$ cat config.mk
export PLATFORM = sky130hd
export DESIGN_NAME = alu_rmw_sequencer
export DESIGN_NICKNAME = d
export VERILOG_FILES = /design/src/rtl/cpu_pkg.sv /design/src/rtl/rmw_op_decode.sv /design/src/rtl/alu_rmw_sequencer.sv
export SDC_FILE = /design/constraint.sdc
export NUM_CORES = 1
export LEC_CHECK = 0
export ABC_AREA = 1
export CAP_MARGIN = 10
export CORE_UTILIZATION = 46
export CTS_CLUSTER_SIZE = 30
export DETAILED_ROUTE_END_ITERATION = 10
export PLACE_DENSITY = 0.95
export SYNTH_ARGS = -nofsm -noshare
export SYNTH_HDL_FRONTEND = slang
export SYNTH_SLANG_ARGS = --single-unit
$ cat constraint.sdc
create_clock -name clk -period 3 [get_ports clk]
set_input_delay 0.6 -clock clk [delete_from_list [all_inputs] [get_ports clk]]
set_output_delay 0.6 -clock clk [all_outputs]
set_load 0.05 [all_outputs]
$ cat src/rtl/cpu_pkg.sv
// Shared CPU constants: ALU opcodes, RMW kinds, P-flag indices and
// the RMW sequencer state encoding.
package cpu_pkg;

    localparam logic [4:0] ALU_OP_PASS = 5'd0;
    localparam logic [4:0] ALU_OP_ADC  = 5'd1;
    localparam logic [4:0] ALU_OP_SBC  = 5'd2;
    localparam logic [4:0] ALU_OP_AND  = 5'd3;
    localparam logic [4:0] ALU_OP_ORA  = 5'd4;
    localparam logic [4:0] ALU_OP_INC  = 5'd5;
    localparam logic [4:0] ALU_OP_DEC  = 5'd6;
    localparam logic [4:0] ALU_OP_ASL  = 5'd7;
    localparam logic [4:0] ALU_OP_LSR  = 5'd8;
    localparam logic [4:0] ALU_OP_ROL  = 5'd9;
    localparam logic [4:0] ALU_OP_ROR  = 5'd10;

    localparam logic [2:0] RMW_ASL = 3'd0;
    localparam logic [2:0] RMW_LSR = 3'd1;
    localparam logic [2:0] RMW_ROL = 3'd2;
    localparam logic [2:0] RMW_ROR = 3'd3;
    localparam logic [2:0] RMW_INC = 3'd4;
    localparam logic [2:0] RMW_DEC = 3'd5;

    localparam int FLAG_N = 3;
    localparam int FLAG_V = 2;
    localparam int FLAG_Z = 1;
    localparam int FLAG_C = 0;

    localparam logic [3:0] FMASK_SHIFT  =
        4'((1 << FLAG_N) | (1 << FLAG_Z) | (1 << FLAG_C));
    localparam logic [3:0] FMASK_INCDEC =
        4'((1 << FLAG_N) | (1 << FLAG_Z));

    localparam logic [2:0] ST_IDLE = 3'd0;
    localparam logic [2:0] ST_RD   = 3'd1;
    localparam logic [2:0] ST_DWR  = 3'd2;
    localparam logic [2:0] ST_CALC = 3'd3;
    localparam logic [2:0] ST_MWR  = 3'd4;

endpackage

$ cat src/rtl/rmw_op_decode.sv
// Maps an RMW kind onto the ALU opcode and the P-flag update mask.
// Codes 6 and 7 are reported as illegal.
module rmw_op_decode
    import cpu_pkg::*;
(
    input  logic [2:0] op,
    output logic [4:0] alu_op,
    output logic [3:0] flag_mask,
    output logic       legal
);

    always_comb begin
        alu_op    = ALU_OP_PASS;
        flag_mask = 4'b0000;
        legal     = 1'b1;
        case (op)
            RMW_ASL: begin alu_op = ALU_OP_ASL; flag_mask = FMASK_SHIFT;  end
            RMW_LSR: begin alu_op = ALU_OP_LSR; flag_mask = FMASK_SHIFT;  end
            RMW_ROL: begin alu_op = ALU_OP_ROL; flag_mask = FMASK_SHIFT;  end
            RMW_ROR: begin alu_op = ALU_OP_ROR; flag_mask = FMASK_SHIFT;  end
            RMW_INC: begin alu_op = ALU_OP_INC; flag_mask = FMASK_INCDEC; end
            RMW_DEC: begin alu_op = ALU_OP_DEC; flag_mask = FMASK_INCDEC; end
            default: legal = 1'b0;
        endcase
    end

endmodule

$ cat src/rtl/alu_rmw_sequencer.sv
// Sequences read, optional dummy write, ALU pass and write-back for
// 6502 read-modify-write instructions, then pulses a P-flag update.
module alu_rmw_sequencer
    import cpu_pkg::*;
#(
    parameter int ADDR_W      = 16,
    parameter bit DUMMY_WRITE = 1'b1
) (
    input  logic              clk,
    input  logic              rst_n,
    input  logic              start,
    input  logic [2:0]        op,
    input  logic [ADDR_W-1:0] addr,
    input  logic              carry_in,
    output logic              busy,
    output logic              done,
    output logic              err,
    output logic [ADDR_W-1:0] mem_addr,
    output logic              mem_rd,
    output logic              mem_wr,
    output logic [7:0]        mem_wdata,
    input  logic [7:0]        mem_rdata,
    input  logic              mem_ready,
    output logic [4:0]        alu_op,
    output logic [7:0]        alu_a,
    output logic              alu_carry,
    input  logic [7:0]        alu_result,
    input  logic [3:0]        alu_flags,
    output logic              flag_we,
    output logic [3:0]        flag_mask,
    output logic [3:0]        flag_val
);

    logic [2:0]        state_q, state_d;
    logic [4:0]        aluop_q, aluop_d;
    logic [3:0]        mask_q, mask_d;
    logic [ADDR_W-1:0] addr_q, addr_d;
    logic              carry_q, carry_d;
    logic [7:0]        operand_q, operand_d;
    logic [7:0]        result_q, result_d;
    logic [3:0]        flags_q, flags_d;
    logic              done_q, done_d;
    logic              err_q, err_d;

    logic [4:0] dec_alu_op;
    logic [3:0] dec_mask;
    logic       dec_legal;

    // Decoded once at accept; the latched encoding stands in for op.
    rmw_op_decode u_dec (
        .op        (op),
        .alu_op    (dec_alu_op),
        .flag_mask (dec_mask),
        .legal     (dec_legal)
    );

    always_comb begin
        state_d   = state_q;
        aluop_d   = aluop_q;
        mask_d    = mask_q;
        addr_d    = addr_q;
        carry_d   = carry_q;
        operand_d = operand_q;
        result_d  = result_q;
        flags_d   = flags_q;
        done_d    = 1'b0;
        err_d     = 1'b0;
        case (state_q)
            ST_IDLE: begin
                if (start && dec_legal) begin
                    state_d = ST_RD;
                    aluop_d = dec_alu_op;
                    mask_d  = dec_mask;
                    addr_d  = addr;
                    carry_d = carry_in;
                end else if (start) begin
                    err_d = 1'b1;
                end
            end
            ST_RD: begin
                if (mem_ready) begin
                    operand_d = mem_rdata;
                    state_d   = DUMMY_WRITE ? ST_DWR : ST_CALC;
                end
            end
            ST_DWR: begin
                if (mem_ready) begin
                    result_d = alu_result;
                    flags_d  = alu_flags;
                    state_d  = ST_MWR;
                end
            end
            ST_CALC: begin
                result_d = alu_result;
                flags_d  = alu_flags;
                state_d  = ST_MWR;
            end
            ST_MWR: begin
                if (mem_ready) begin
                    state_d = ST_IDLE;
                    done_d  = 1'b1;
                end
            end
            default: state_d = ST_IDLE;
        endcase
    end

    always_ff @(posedge clk or negedge rst_n) begin
        if (!rst_n) begin
            state_q   <= ST_IDLE;
            aluop_q   <= '0;
            mask_q    <= '0;
            addr_q    <= '0;
            carry_q   <= 1'b0;
            operand_q <= '0;
            result_q  <= '0;
            flags_q   <= '0;
            done_q    <= 1'b0;
            err_q     <= 1'b0;
        end else begin
            state_q   <= state_d;
            aluop_q   <= aluop_d;
            mask_q    <= mask_d;
            addr_q    <= addr_d;
            carry_q   <= carry_d;
            operand_q <= operand_d;
            result_q  <= result_d;
            flags_q   <= flags_d;
            done_q    <= done_d;
            err_q     <= err_d;
        end
    end

    always_comb begin
        busy      = (state_q != ST_IDLE);
        mem_rd    = (state_q == ST_RD);
        mem_wr    = (state_q == ST_DWR) || (state_q == ST_MWR);
        mem_addr  = (mem_rd || mem_wr) ? addr_q : '0;
        mem_wdata = (state_q == ST_DWR) ? operand_q :
                    (state_q == ST_MWR) ? result_q : 8'h00;
        alu_op    = busy ? aluop_q : ALU_OP_PASS;
        alu_a     = busy ? operand_q : 8'h00;
        alu_carry = busy && carry_q;
        done      = done_q;
        err       = err_q;
        flag_we   = done_q;
        flag_mask = done_q ? mask_q : 4'b0000;
        flag_val  = done_q ? flags_q : 4'b0000;
    end

endmodule
==> results_dict.tcl <==
set metrics [dict create \
    crit_required_ns 2.40 \
    viasPerCell 4.68 \
    irDropWorstVdd_mv 0.844 \
    areaGrowthSynthToFinish_pct 50.3 \
    yosys.area.top_type "dfrtp_1" \
    detailedRoute.firstPassIterationCount 4 \
    via_count 2172 \
    critPathMaxStageDelay_ns 0.85 \
    synth_ff_type "dfrtp_1" \
    wirelength_mm 5.62 \
    std_cell_rows 25 \
    synth_area_um2 2310 \
    fin_crit_ns 2.71 \
    htree_levels 2 \
    grt_pass1_wl_mm 9.21 \
    synth_area_leaders "dfrtp_1 (52%), nand2_1 (20%), inv_1 (8.9%), o21ai_0 (6.1%), nor2_1 (2.8%)" \
    hold_viol 0 \
    synthXorXnorAreaFrac 0 \
    power_density_nw_per_um2 1270 \
    rsz0062_at_grt "no" \
    nets 440 \
    clk_latency_ns 0.30 \
    path_class "reg -> out" \
    cts.clk_slew.worst_paths_ns 0.09 \
    portBuffers 93 \
    slew_headroom 0.292 \
    tns_ns 0 \
    ant_nets 0 \
    critPathCaptureType "output port" \
    cts_tree "yes" \
    crit_slowest_cell "clkdlybuf4s50_1" \
    finalCritPeriodShare 0.904 \
    hold_buffers 0 \
    grt_antenna_before_repair 0 \
    drc 0 \
    synth_top_cell_area_share 0.519 \
    synth.most_common_cell "nand2_1" \
    drt_iter0_markers 98 \
    fmaxAchievable_ghz 0.369 \
    drive_above_1_share 0.136 \
    ys_seq_area_frac 0.519 \
    path_max_fanout 11 \
    cts.sinks 48 \
    n_antenna_cell 0 \
    place_hpwl_mm 4.12 \
    avgSynthCellArea_um2 7.51 \
    start_kind "flip-flop" \
    multiInputGateArea_um2 818 \
    seq_area_um2 1200 \
    power_leakage_nw 1.91 \
    final-setup-viol-count 0 \
    path_cells "inv_1, nand2_1, clkdlybuf4s50_1" \
    ys.warnings.count 0 \
    grtUsageTotal 0.230 \
    die_area_um2 5310 \
    worstPathArrival_ns 2.11 \
    syn_inst 308 \
    status "completed" \
    synth_simple_gate_area_frac 0.287 \
    start_util 0.483 \
    grt_pass1_vias 2070 \
    synth-compound-area-share 0.0606 \
    wl_per_cell_um 12.1 \
    cts_buffer_depth 2 \
    grt_max_degree 49 \
    synth_fa_ha_area_frac 0 \
    tightest_slew_ns 1.06 \
    ios 96 \
    dieHeight_um 72.9 \
    fillers 378 \
    async_flop_share 1.00 \
    cts-root-buf "clkbuf_8" \
    ys_ff_latch 48 \
    gp_congestion 0.795 \
    die_w_um 72.9 \
    yosysUniqueCellTypes 18 \
    fin_skew_ns 0.00993 \
    hold_class "reg -> reg" \
    synth_commonest_cells "nand2_1 (126), inv_1 (55), dfrtp_1 (48)" \
    synth_top_family_by_area "simple AND/OR/NAND/NOR gates" \
    grt_overflow 0 \
    placeableCoreArea_um2 4790 \
    synth-edff-count 0 \
    synth_mux_area_frac 0 \
    total_power_w 0.00441 \
    drv_slew 0 \
    numCtsBuffers 5 \
    cap_violations 0 \
]
stage by stage:
stage | utilization | setup slack (ns) | hold slack, ns | std cells | cell area [um2]
finish | 0.726 | 0.289 | 0.474 | 464 | 3470
global route | 0.726 | 0.125 | 0.495 | 464 | 3470
CTS | 0.724 | 0.232 | 0.481 | 464 | 3470
detailed placement | 0.698 | 0.598 | 0.461 | 456 | 3340
global placement | 0.698 | 0.698 | 0.454 | 456 | 3340
floorplan | - | 0.483 | 0.304 | 309 | 2320
per-layer routing:
layer / track usage / wire [um] / up-vias
li1: - / - / 1073
met1: 0.271 / 2230 / 992
met2: 0.403 / 2810 / 92
met3: 0.0539 / 432 / 15
met4: 0.0959 / 146 / 0
met5: 0 / 0 / -
sequential cells by signal, summed over array words and instances (netlist names), 2 cells and up:
name       flops
result_q       8
flags_q        4
addr_q        16
operand_q      8
state_q        3
aluop_q        4
mask_q         2
where the power goes:
part | internal, W | switching (W) | total [W]
Sequential | 0.000934 | 0.000181 | 0.00112
Clock | 0.000294 | 0.000205 | 0.000499
Combinational | 0.000956 | 0.00184 | 0.00280
Total | 0.00218 | 0.00223 | 0.00441
area by class of cell:
type / count / share of cell area
well taps: 67 / 0.0241
flip-flops and latches: 48 / 0.346
inverters: 55 / 0.0594
clock buffers: 7 / 0.0277
clock inverters: 1 / 0.00864
multi-input cells: 192 / 0.236
repair buffers: 94 / 0.299
path summary, 6_finish.rpt:
path / start / to / slack [ns] / cells after the start
max: state_q[2] / busy / 0.29 / 3
max reg2reg: state_q[2] / flags_q[3] / 1.10 / 3
min in group asynchronous: rst_n / operand_q[2] / 0.49 / 1
min: addr_q[0] / addr_q[0] / 0.47 / 2
min reg2reg: addr_q[0] / addr_q[0] / 0.47 / 2
max in group asynchronous: rst_n / addr_q[14] / 1.86 / 1
logic make-up after synthesis:
kind of cell / Yosys count
AO/OA/AOI/OAI: 28
AND/OR/NAND/NOR: 162
flip-flops: 48
buffers and inverters: 69
other: 1
worst max-delay path, delay by kind of cell (launching register included):
family	cells	cell delay, ns
buf+inv	2	1.05
flops	1	0.56
simple gates	1	0.19
repair_timing:
action                     CTS  global route
buffers inserted             0             0
gates resized for setup      0             1
setup endpoints to repair    0             1
layout by cell type, fill, tap and decap left out:
master,synthesis,final
o21ai_0,28,28
buf_12,0,16
inv_1,55,55
or2_2,1,1
nand2_1,126,126
nand4_4,1,1
nand3_4,0,1
clkbuf_8,0,7
nor3_1,1,1
buf_2,3,1
buf_4,7,23
clkdlybuf4s50_1,0,54
bufinv_16,0,1
nand3_1,12,12
dfrtp_1,48,48
conb_1,1,2
nor2_1,17,17
nor2_4,1,1
nand2_2,1,1
nor2_2,1,1
Note: power is estimated with default switching activity, not from simulation.
